[config.mk]
export PLATFORM = sky130hd
export DESIGN_NAME = div_sequencer
export DESIGN_NICKNAME = d
export VERILOG_FILES = /design/src/rtl/div_sequencer.sv
export SDC_FILE = /design/constraint.sdc
export NUM_CORES = 1
export LEC_CHECK = 0
export ABC_CLOCK_PERIOD_IN_PS = 3700
export CORE_MARGIN = 5
export CORE_UTILIZATION = 60
export CTS_BUF_LIST = sky130_fd_sc_hd__clkbuf_4 sky130_fd_sc_hd__clkbuf_8 sky130_fd_sc_hd__clkbuf_16
export CTS_CLUSTER_DIAMETER = 150
export CTS_CLUSTER_SIZE = 14
export DETAILED_ROUTE_END_ITERATION = 6
export HOLD_SLACK_MARGIN = 0.08
export PLACE_DENSITY = 0.82
export REMOVE_ABC_BUFFERS = 1
export SETUP_SLACK_MARGIN = 0.2
export SYNTH_ARGS = -nofsm -noshare
export SYNTH_HDL_FRONTEND = slang
export SYNTH_SLANG_ARGS = --single-unit
export TNS_END_PERCENT = 1
[constraint.sdc]
create_clock -name CPU_CLK -period 3.7 [get_ports CPU_CLK]
set_input_delay 0.925 -clock CPU_CLK [delete_from_list [all_inputs] [get_ports CPU_CLK]]
set_output_delay 0.925 -clock CPU_CLK [all_outputs]
set_load 0.01 [all_outputs]
[src/rtl/div_sequencer.sv]
// rtl/div_sequencer.sv - multi-cycle radix-2 restoring divider sequencer for DIV/DIVU/REM/REMU
module div_sequencer #(
  parameter int WIDTH     = 32,
  parameter bit ZERO_FAST = 1'b1
) (
  input  logic             CPU_CLK,
  input  logic             CPU_RST_N,
  input  logic             Start,
  input  logic [1:0]       DivOp,
  input  logic [WIDTH-1:0] Operand1,
  input  logic [WIDTH-1:0] Operand2,
  input  logic             Flush,
  output logic             Busy,
  output logic             Done,
  output logic [WIDTH-1:0] DivOut
);

  localparam int CW = $clog2(WIDTH);
  localparam logic [CW-1:0]    LAST    = CW'(WIDTH - 1);
  localparam logic [WIDTH-1:0] MIN_NEG = {1'b1, {(WIDTH-1){1'b0}}};

  typedef enum logic [1:0] {IDLE, CALC, FIX, DONE} state_t;

  state_t           state_q, state_d;
  logic [CW-1:0]    count_q, count_d;
  logic             is_rem_q, is_rem_d;
  logic [WIDTH-1:0] op1_q, op1_d;      // raw dividend, kept for the divide-by-zero remainder
  logic [WIDTH-1:0] dvd_q, dvd_d;      // |dividend| shifting out, quotient shifting in
  logic [WIDTH-1:0] dvs_q, dvs_d;      // |divisor|
  logic [WIDTH-1:0] rem_q, rem_d;      // partial remainder
  logic             neg_q_q, neg_q_d;  // negate quotient at FIX
  logic             neg_r_q, neg_r_d;  // negate remainder at FIX
  logic             div0_q, div0_d;
  logic             ovf_q, ovf_d;
  logic [WIDTH-1:0] out_q, out_d;
  logic             busy_q, busy_d;
  logic             done_q, done_d;

  // Operand decode for the op being offered in IDLE
  logic             in_signed, in_rem, sign1, sign2, in_div0, in_ovf;
  logic [WIDTH-1:0] abs1, abs2;
  assign in_signed = ~DivOp[0];
  assign in_rem    = DivOp[1];
  assign sign1     = in_signed & Operand1[WIDTH-1];
  assign sign2     = in_signed & Operand2[WIDTH-1];
  assign abs1      = sign1 ? -Operand1 : Operand1;
  assign abs2      = sign2 ? -Operand2 : Operand2;
  assign in_div0   = (Operand2 == '0);
  assign in_ovf    = in_signed & (Operand1 == MIN_NEG) & (Operand2 == '1);

  // One restoring step; bit WIDTH of the difference acts as the borrow
  logic [WIDTH:0]   rem_shift, diff;
  logic             ge;
  assign rem_shift = {rem_q, dvd_q[WIDTH-1]};
  assign diff      = rem_shift - {1'b0, dvs_q};
  assign ge        = ~diff[WIDTH];

  function automatic logic [WIDTH-1:0] special_res(input logic is_rem, input logic div0,
                                                    input logic [WIDTH-1:0] dividend);
    if (div0) return is_rem ? dividend : '1;
    return is_rem ? '0 : MIN_NEG;
  endfunction

  // Sign correction and special-case override applied in FIX
  logic [WIDTH-1:0] q_fix, r_fix, fix_res;
  assign q_fix   = neg_q_q ? -dvd_q : dvd_q;
  assign r_fix   = neg_r_q ? -rem_q : rem_q;
  assign fix_res = (div0_q | ovf_q) ? special_res(is_rem_q, div0_q, op1_q)
                                    : (is_rem_q ? r_fix : q_fix);

  // Next-state, datapath updates and registered output decode
  always_comb begin
    state_d  = state_q;
    count_d  = count_q;
    is_rem_d = is_rem_q;
    op1_d    = op1_q;
    dvd_d    = dvd_q;
    dvs_d    = dvs_q;
    rem_d    = rem_q;
    neg_q_d  = neg_q_q;
    neg_r_d  = neg_r_q;
    div0_d   = div0_q;
    ovf_d    = ovf_q;
    out_d    = out_q;
    if (Flush) begin
      state_d = IDLE;
    end else begin
      case (state_q)
        IDLE: begin
          if (Start) begin
            is_rem_d = in_rem;
            op1_d    = Operand1;
            dvd_d    = abs1;
            dvs_d    = abs2;
            rem_d    = '0;
            neg_q_d  = sign1 ^ sign2;
            neg_r_d  = sign1;
            div0_d   = in_div0;
            ovf_d    = in_ovf;
            count_d  = '0;
            if (ZERO_FAST && (in_div0 || in_ovf)) begin
              out_d   = special_res(in_rem, in_div0, Operand1);
              state_d = DONE;
            end else begin
              state_d = CALC;
            end
          end
        end
        CALC: begin
          dvd_d   = {dvd_q[WIDTH-2:0], ge};
          rem_d   = ge ? diff[WIDTH-1:0] : rem_shift[WIDTH-1:0];
          count_d = count_q + 1'b1;
          if (count_q == LAST) state_d = FIX;
        end
        FIX: begin
          out_d   = fix_res;
          state_d = DONE;
        end
        DONE: begin
          state_d = IDLE;
        end
        default: state_d = IDLE;
      endcase
    end
    busy_d = (state_d == CALC) || (state_d == FIX);
    done_d = (state_d == DONE);
  end

  // State and datapath registers with asynchronous clear
  always_ff @(posedge CPU_CLK or negedge CPU_RST_N) begin
    if (!CPU_RST_N) begin
      state_q  <= IDLE;
      count_q  <= '0;
      is_rem_q <= 1'b0;
      op1_q    <= '0;
      dvd_q    <= '0;
      dvs_q    <= '0;
      rem_q    <= '0;
      neg_q_q  <= 1'b0;
      neg_r_q  <= 1'b0;
      div0_q   <= 1'b0;
      ovf_q    <= 1'b0;
      out_q    <= '0;
      busy_q   <= 1'b0;
      done_q   <= 1'b0;
    end else begin
      state_q  <= state_d;
      count_q  <= count_d;
      is_rem_q <= is_rem_d;
      op1_q    <= op1_d;
      dvd_q    <= dvd_d;
      dvs_q    <= dvs_d;
      rem_q    <= rem_d;
      neg_q_q  <= neg_q_d;
      neg_r_q  <= neg_r_d;
      div0_q   <= div0_d;
      ovf_q    <= ovf_d;
      out_q    <= out_d;
      busy_q   <= busy_d;
      done_q   <= done_d;
    end
  end

  assign Busy   = busy_q;
  assign Done   = done_q;
  assign DivOut = out_q;

endmodule

==> reports/summary.txt, run 1 <==
======================================================================================
Filler instances                                                                  1582
Initial Util                                                                    60.99%
Die Ht                                                                        153.4 µm
Reg-to-Reg End                                                            rem_q[8]$_DFFE_PN0P_
Source of the worst register-to-register timing path                      dvd_q[31]$_DFFE_PN0P_
Footprint of the multi-input gates                                            7492 µm²
Yosys warns                                                                          0
Post-synthesis register bit count                                                  174
Global-route wire length before repair                                        59650 µm
Total iterations of the first detailed-routing run                                   6
Average instance area after synthesis                                        7.946 µm²
Cell count after placement                                                        1919
Crit path from                                                             Operand1[9]
Remaining max-slew budget at the tightest pin                                   36.54%
Synth area leader                                                         sky130_fd_sc_hd__dfrtp_1
Critical setup path kind                                                  input pin to flip-flop
Syn-to-layout area delta                                                        19.78%
GPL Wtd Cong                                                                    0.9486
Synthesized-area fraction occupied by ao, oa, aoi and oai cells                 24.22%
Sequential cell area in the final layout                                      4354 µm²
Hold wc startpoint                                                        op1_q[26]$_DFFE_PN0P_
Cell types occupying the most area after synthesis                        sky130_fd_sc_hd__dfrtp_1 (35%), sky130_fd_sc_hd__nand2_1 (9.1%), sky130_fd_sc_hd__o21ai_0 (7.4%)
Drc violations                                                                       0
DR vias                                                                         12.36k
Finished Cell Area                                                           14780 µm²
Pwr dens                                                                  673.7 nW/µm²
Count of H-tree levels built during CTS                                              4
Leakage                                                                       6.377 nW
Num Clock Sinks                                                                    174
Number of max-slew violations in the final report                                    0
Cell count after synthesis                                                        1553
Io pins                                                                            104
Final worst-path cycle share                                                    96.63%
Hold Path Sink                                                            op1_q[26]$_DFFE_PN0P_
Num CTS Buffers                                                                     17
Area share of the largest cell type after synthesis                             35.28%
Clk root buf                                                              sky130_fd_sc_hd__clkbuf_16
Dominant register cell in the synthesized netlist                         sky130_fd_sc_hd__dfrtp_1
Core Box Area                                                                20230 µm²
Fraction of layout instances using a drive strength above 1                     9.490%
HPWL Detailed                                                                 26110 µm
Initial antenna violation count                                                      1
Layout Skew                                                                 0.01077 ns
Number of antenna diodes                                                             0
Site Rows                                                                           52
Element type at the critical path start                                      input pin
Post-synth EDFFs                                                                     0
TritonCTS clock tree                                                              done
Placed Area                                                                  14100 µm²
Worst EP required                                                              4.01 ns
Violation count after the first detailed-route iteration                          1156
X dimension of the die                                                        153.4 µm
Post-synthesis simple-gate area fraction                                        19.84%
Count of cell types in the netlist                                                  69
Worst-skew pair later-pin latency                                              0.44 ns
Aggregate global-route resource usage                                           30.80%
Crit path time final                                                          3.575 ns
Arrival @ worst endpoint                                                       3.88 ns
Number of nets in the layout                                                      1784
Fraction of the mapped netlist area in adder cells                              4.218%
# setup viols final                                                                  0
Run status                                                                finished, final reports clean
Sequential cell area fraction in the yosys report                               35.28%
Maximum fanout count along the critical path                                         3
Floorplan die area                                                           23540 µm²
Flop-to-flop setup slack                                                       0.24 ns
Highest ir drop seen on vdd                                                  0.3278 mV
Setup repair after global routing missed its margin                                yes
Fraction of registers with async set/reset                                      100.0%
Area of the mapped netlist                                                   12340 µm²
Vias/cell                                                                        6.319
Max-capacitance violation count                                                      0
Count of hold-fix buffers inserted at cts                                            0
Remaining Overflow, GRT                                                              0
Fin cells                                                                         1956
Transition at the pin with the smallest max-transition slack                 0.9520 ns
Maximum frequency from static timing analysis                               0.2797 GHz
Number of port buffers                                                             103
Fin. Hold Viols                                                                      0
Logic depth of the worst register-to-register path                                  12
Crit path capture type                                                       flip-flop
Detailed-route wire length                                                    36900 µm
Largest net degree at the start of global routing                                  175
Multiplexer area fraction after synthesis                                       1.105%
Deepest clock path buffer count                                                      2
Hold path depth                                                                      2
Clock slew at the register clock pins of the worst setup and hold paths        0.07 ns
End-of-flow core utilization                                                    73.05%
Main combinational cell family by area after synthesis                    compound AO/OA/AOI/OAI gates
Post-Synth XOR/XNOR Area                                                        10.57%
Post-detailed-route wirelength per cell                                       18.86 µm
Number of global-route vias before repair                                       11.89k
Antenna-violating nets left                                                          0
Classification of the worst-slack hold path                               flip-flop to flip-flop
======================================================================================
## stage by stage
stage | setup TNS (ns) | total power [mW] | hold slack [ns] | setup WS (ns)
after global placement | -3.997 | 7.799 | 0.4539 | -0.2495
after floorplan | -145.90 | 6.260 | 0.4403 | -2.236
after detailed placement | -5.939 | 7.923 | 0.4619 | -0.3473
after CTS | 0 | 9.761 | 0.4783 | 0.1489
after global routing | 0 | 10.65 | 0.4995 | 0.08916
final | 0 | 9.959 | 0.4768 | 0.1247
## layer usage
layer / track usage, % / vias up / wire length (µm)
met2: 50.15 / 676 / 17490
li1: - / 5787 / -
met1: 40.31 / 5770 / 14640
met5: 0 / - / 13
met4: 13.37 / 2 / 1377
met3: 5.852 / 124 / 3377
## report_power, final
part           internal [mW]  switching, mW  leakage [nW]
registers               2.41          0.629          2.24
logic                   2.17           2.99          3.86
clock network          0.975          0.793         0.274
total                   5.55           4.41          6.38
## cell type report
type | instances | share of cell area, %
Multi-Input combinational cell | 1226 | 50.69
Sequential cell | 174 | 29.46
Timing Repair Buffer | 197 | 12.25
Clock buffer | 20 | 3.115
Tap cell | 270 | 2.285
Inverter | 57 | 1.447
Clock inverter | 12 | 0.7618
## Yosys cell counts (4+ instances only)
master and instances:
sky130_fd_sc_hd__clkbuf_1 85, sky130_fd_sc_hd__a21oi_1 81, sky130_fd_sc_hd__nor4_1 13, sky130_fd_sc_hd__nor2_1 78, sky130_fd_sc_hd__dfrtp_1 174, sky130_fd_sc_hd__xor2_1 71, sky130_fd_sc_hd__mux2_2 5, sky130_fd_sc_hd__o22ai_1 34
sky130_fd_sc_hd__mux2i_1 8, sky130_fd_sc_hd__nand2b_1 14, sky130_fd_sc_hd__inv_1 56, sky130_fd_sc_hd__o31ai_1 34, sky130_fd_sc_hd__nand3_1 32, sky130_fd_sc_hd__o41ai_1 13, sky130_fd_sc_hd__nand2_1 299, sky130_fd_sc_hd__a31oi_1 16
sky130_fd_sc_hd__nor2b_1 8, sky130_fd_sc_hd__or2_2 7, sky130_fd_sc_hd__a32oi_1 6, sky130_fd_sc_hd__o2111ai_1 5, sky130_fd_sc_hd__o311ai_0 24, sky130_fd_sc_hd__a221oi_1 5, sky130_fd_sc_hd__ha_1 40, sky130_fd_sc_hd__buf_2 4
sky130_fd_sc_hd__and3_1 6, sky130_fd_sc_hd__buf_1 6, sky130_fd_sc_hd__nor3_1 22, sky130_fd_sc_hd__o211ai_1 14, sky130_fd_sc_hd__o221ai_1 9, sky130_fd_sc_hd__nand4_1 15, sky130_fd_sc_hd__a21o_1 14, sky130_fd_sc_hd__o21a_1 5
sky130_fd_sc_hd__or3_1 15, sky130_fd_sc_hd__or4_1 12, sky130_fd_sc_hd__o21ai_0 182, sky130_fd_sc_hd__a211oi_1 8, sky130_fd_sc_hd__xnor2_1 78, sky130_fd_sc_hd__and2_1 9
## worst max-delay path by stage
| stage | end | slack [ns] | cells after the start |
|---|---|---|---|
| floorplan | dvs_q[31]$_DFFE_PN0P_ | -2.24 | 3 |
| global placement | Busy$_DFF_PN0_ | -0.25 | 10 |
| detailed placement | Busy$_DFF_PN0_ | -0.35 | 10 |
| CTS | DivOut[12]$_DFFE_PN0P_ | 0.15 | 10 |
| global route | Busy$_DFF_PN0_ | 0.09 | 10 |
| finish | Busy$_DFF_PN0_ | 0.12 | 10 |
## logic make-up after synthesis
family | Yosys count
and+or+nand+nor | 544
AOI/OAI and AO/OA | 479
DFF | 174
buffers and inverters | 153
xor gates and xnor gates | 149
adders and majority gates | 41
muxes | 13
## registers in the layout, summed over array words and instances (netlist names)
register / count
Busy: 1
is_rem_q: 1
dvd_q: 32
state_q: 2
op1_q: 32
Done: 1
DivOut: 32
div0_q: 1
count_q: 5
dvs_q: 32
ovf_q: 1
neg_r_q: 1
neg_q_q: 1
rem_q: 32
## worst max-delay path: stages
cell and delay [ns]:
sky130_fd_sc_hd__clkdlybuf4s50_1 0.42, sky130_fd_sc_hd__or4_4 0.50, sky130_fd_sc_hd__or3_4 0.35, sky130_fd_sc_hd__or3_4 0.36, sky130_fd_sc_hd__nor2_4 0.12, sky130_fd_sc_hd__and3_4 0.21
sky130_fd_sc_hd__and3_4 0.22, sky130_fd_sc_hd__o21ai_1 0.09, sky130_fd_sc_hd__a311oi_2 0.37, sky130_fd_sc_hd__ha_1 0.31
## timing repair
item,in CTS,in global routing
cloned,0,1
gates resized for setup,10,6
buffers inserted,3,1
setup endpoints to repair,41,65
pin swaps,6,4
## placed cells by master, fill, tap and decap left out, types with 9 or more instances in the layout
cell type,n
sky130_fd_sc_hd__or4_1,12
sky130_fd_sc_hd__nand2b_1,14
sky130_fd_sc_hd__clkbuf_16,18
sky130_fd_sc_hd__a31oi_1,16
sky130_fd_sc_hd__nand4_1,15
sky130_fd_sc_hd__or3_1,15
sky130_fd_sc_hd__o311ai_0,21
sky130_fd_sc_hd__o31ai_1,33
sky130_fd_sc_hd__o221ai_1,9
sky130_fd_sc_hd__xnor2_1,77
sky130_fd_sc_hd__o211ai_1,14
sky130_fd_sc_hd__nor4_1,13
sky130_fd_sc_hd__dfrtp_1,174
sky130_fd_sc_hd__inv_1,56
sky130_fd_sc_hd__o21ai_0,181
sky130_fd_sc_hd__ha_1,40
sky130_fd_sc_hd__a21o_1,14
sky130_fd_sc_hd__nand3_1,32
sky130_fd_sc_hd__xor2_1,71
sky130_fd_sc_hd__buf_4,87
sky130_fd_sc_hd__nor3_1,21
sky130_fd_sc_hd__clkdlybuf4s50_1,100
sky130_fd_sc_hd__o22ai_1,34
sky130_fd_sc_hd__o41ai_1,13
sky130_fd_sc_hd__and2_1,9
sky130_fd_sc_hd__nand2_1,298
sky130_fd_sc_hd__a21oi_1,80
sky130_fd_sc_hd__nor2_1,76
(Power assumes the default switching activity.)
==> inputs of run 2 (changes only) <==
SKIP_LAST_GASP = 1   (was default)
==> results of run 2 <==
Final layout, timing and power as in run 1 (identical DEF).
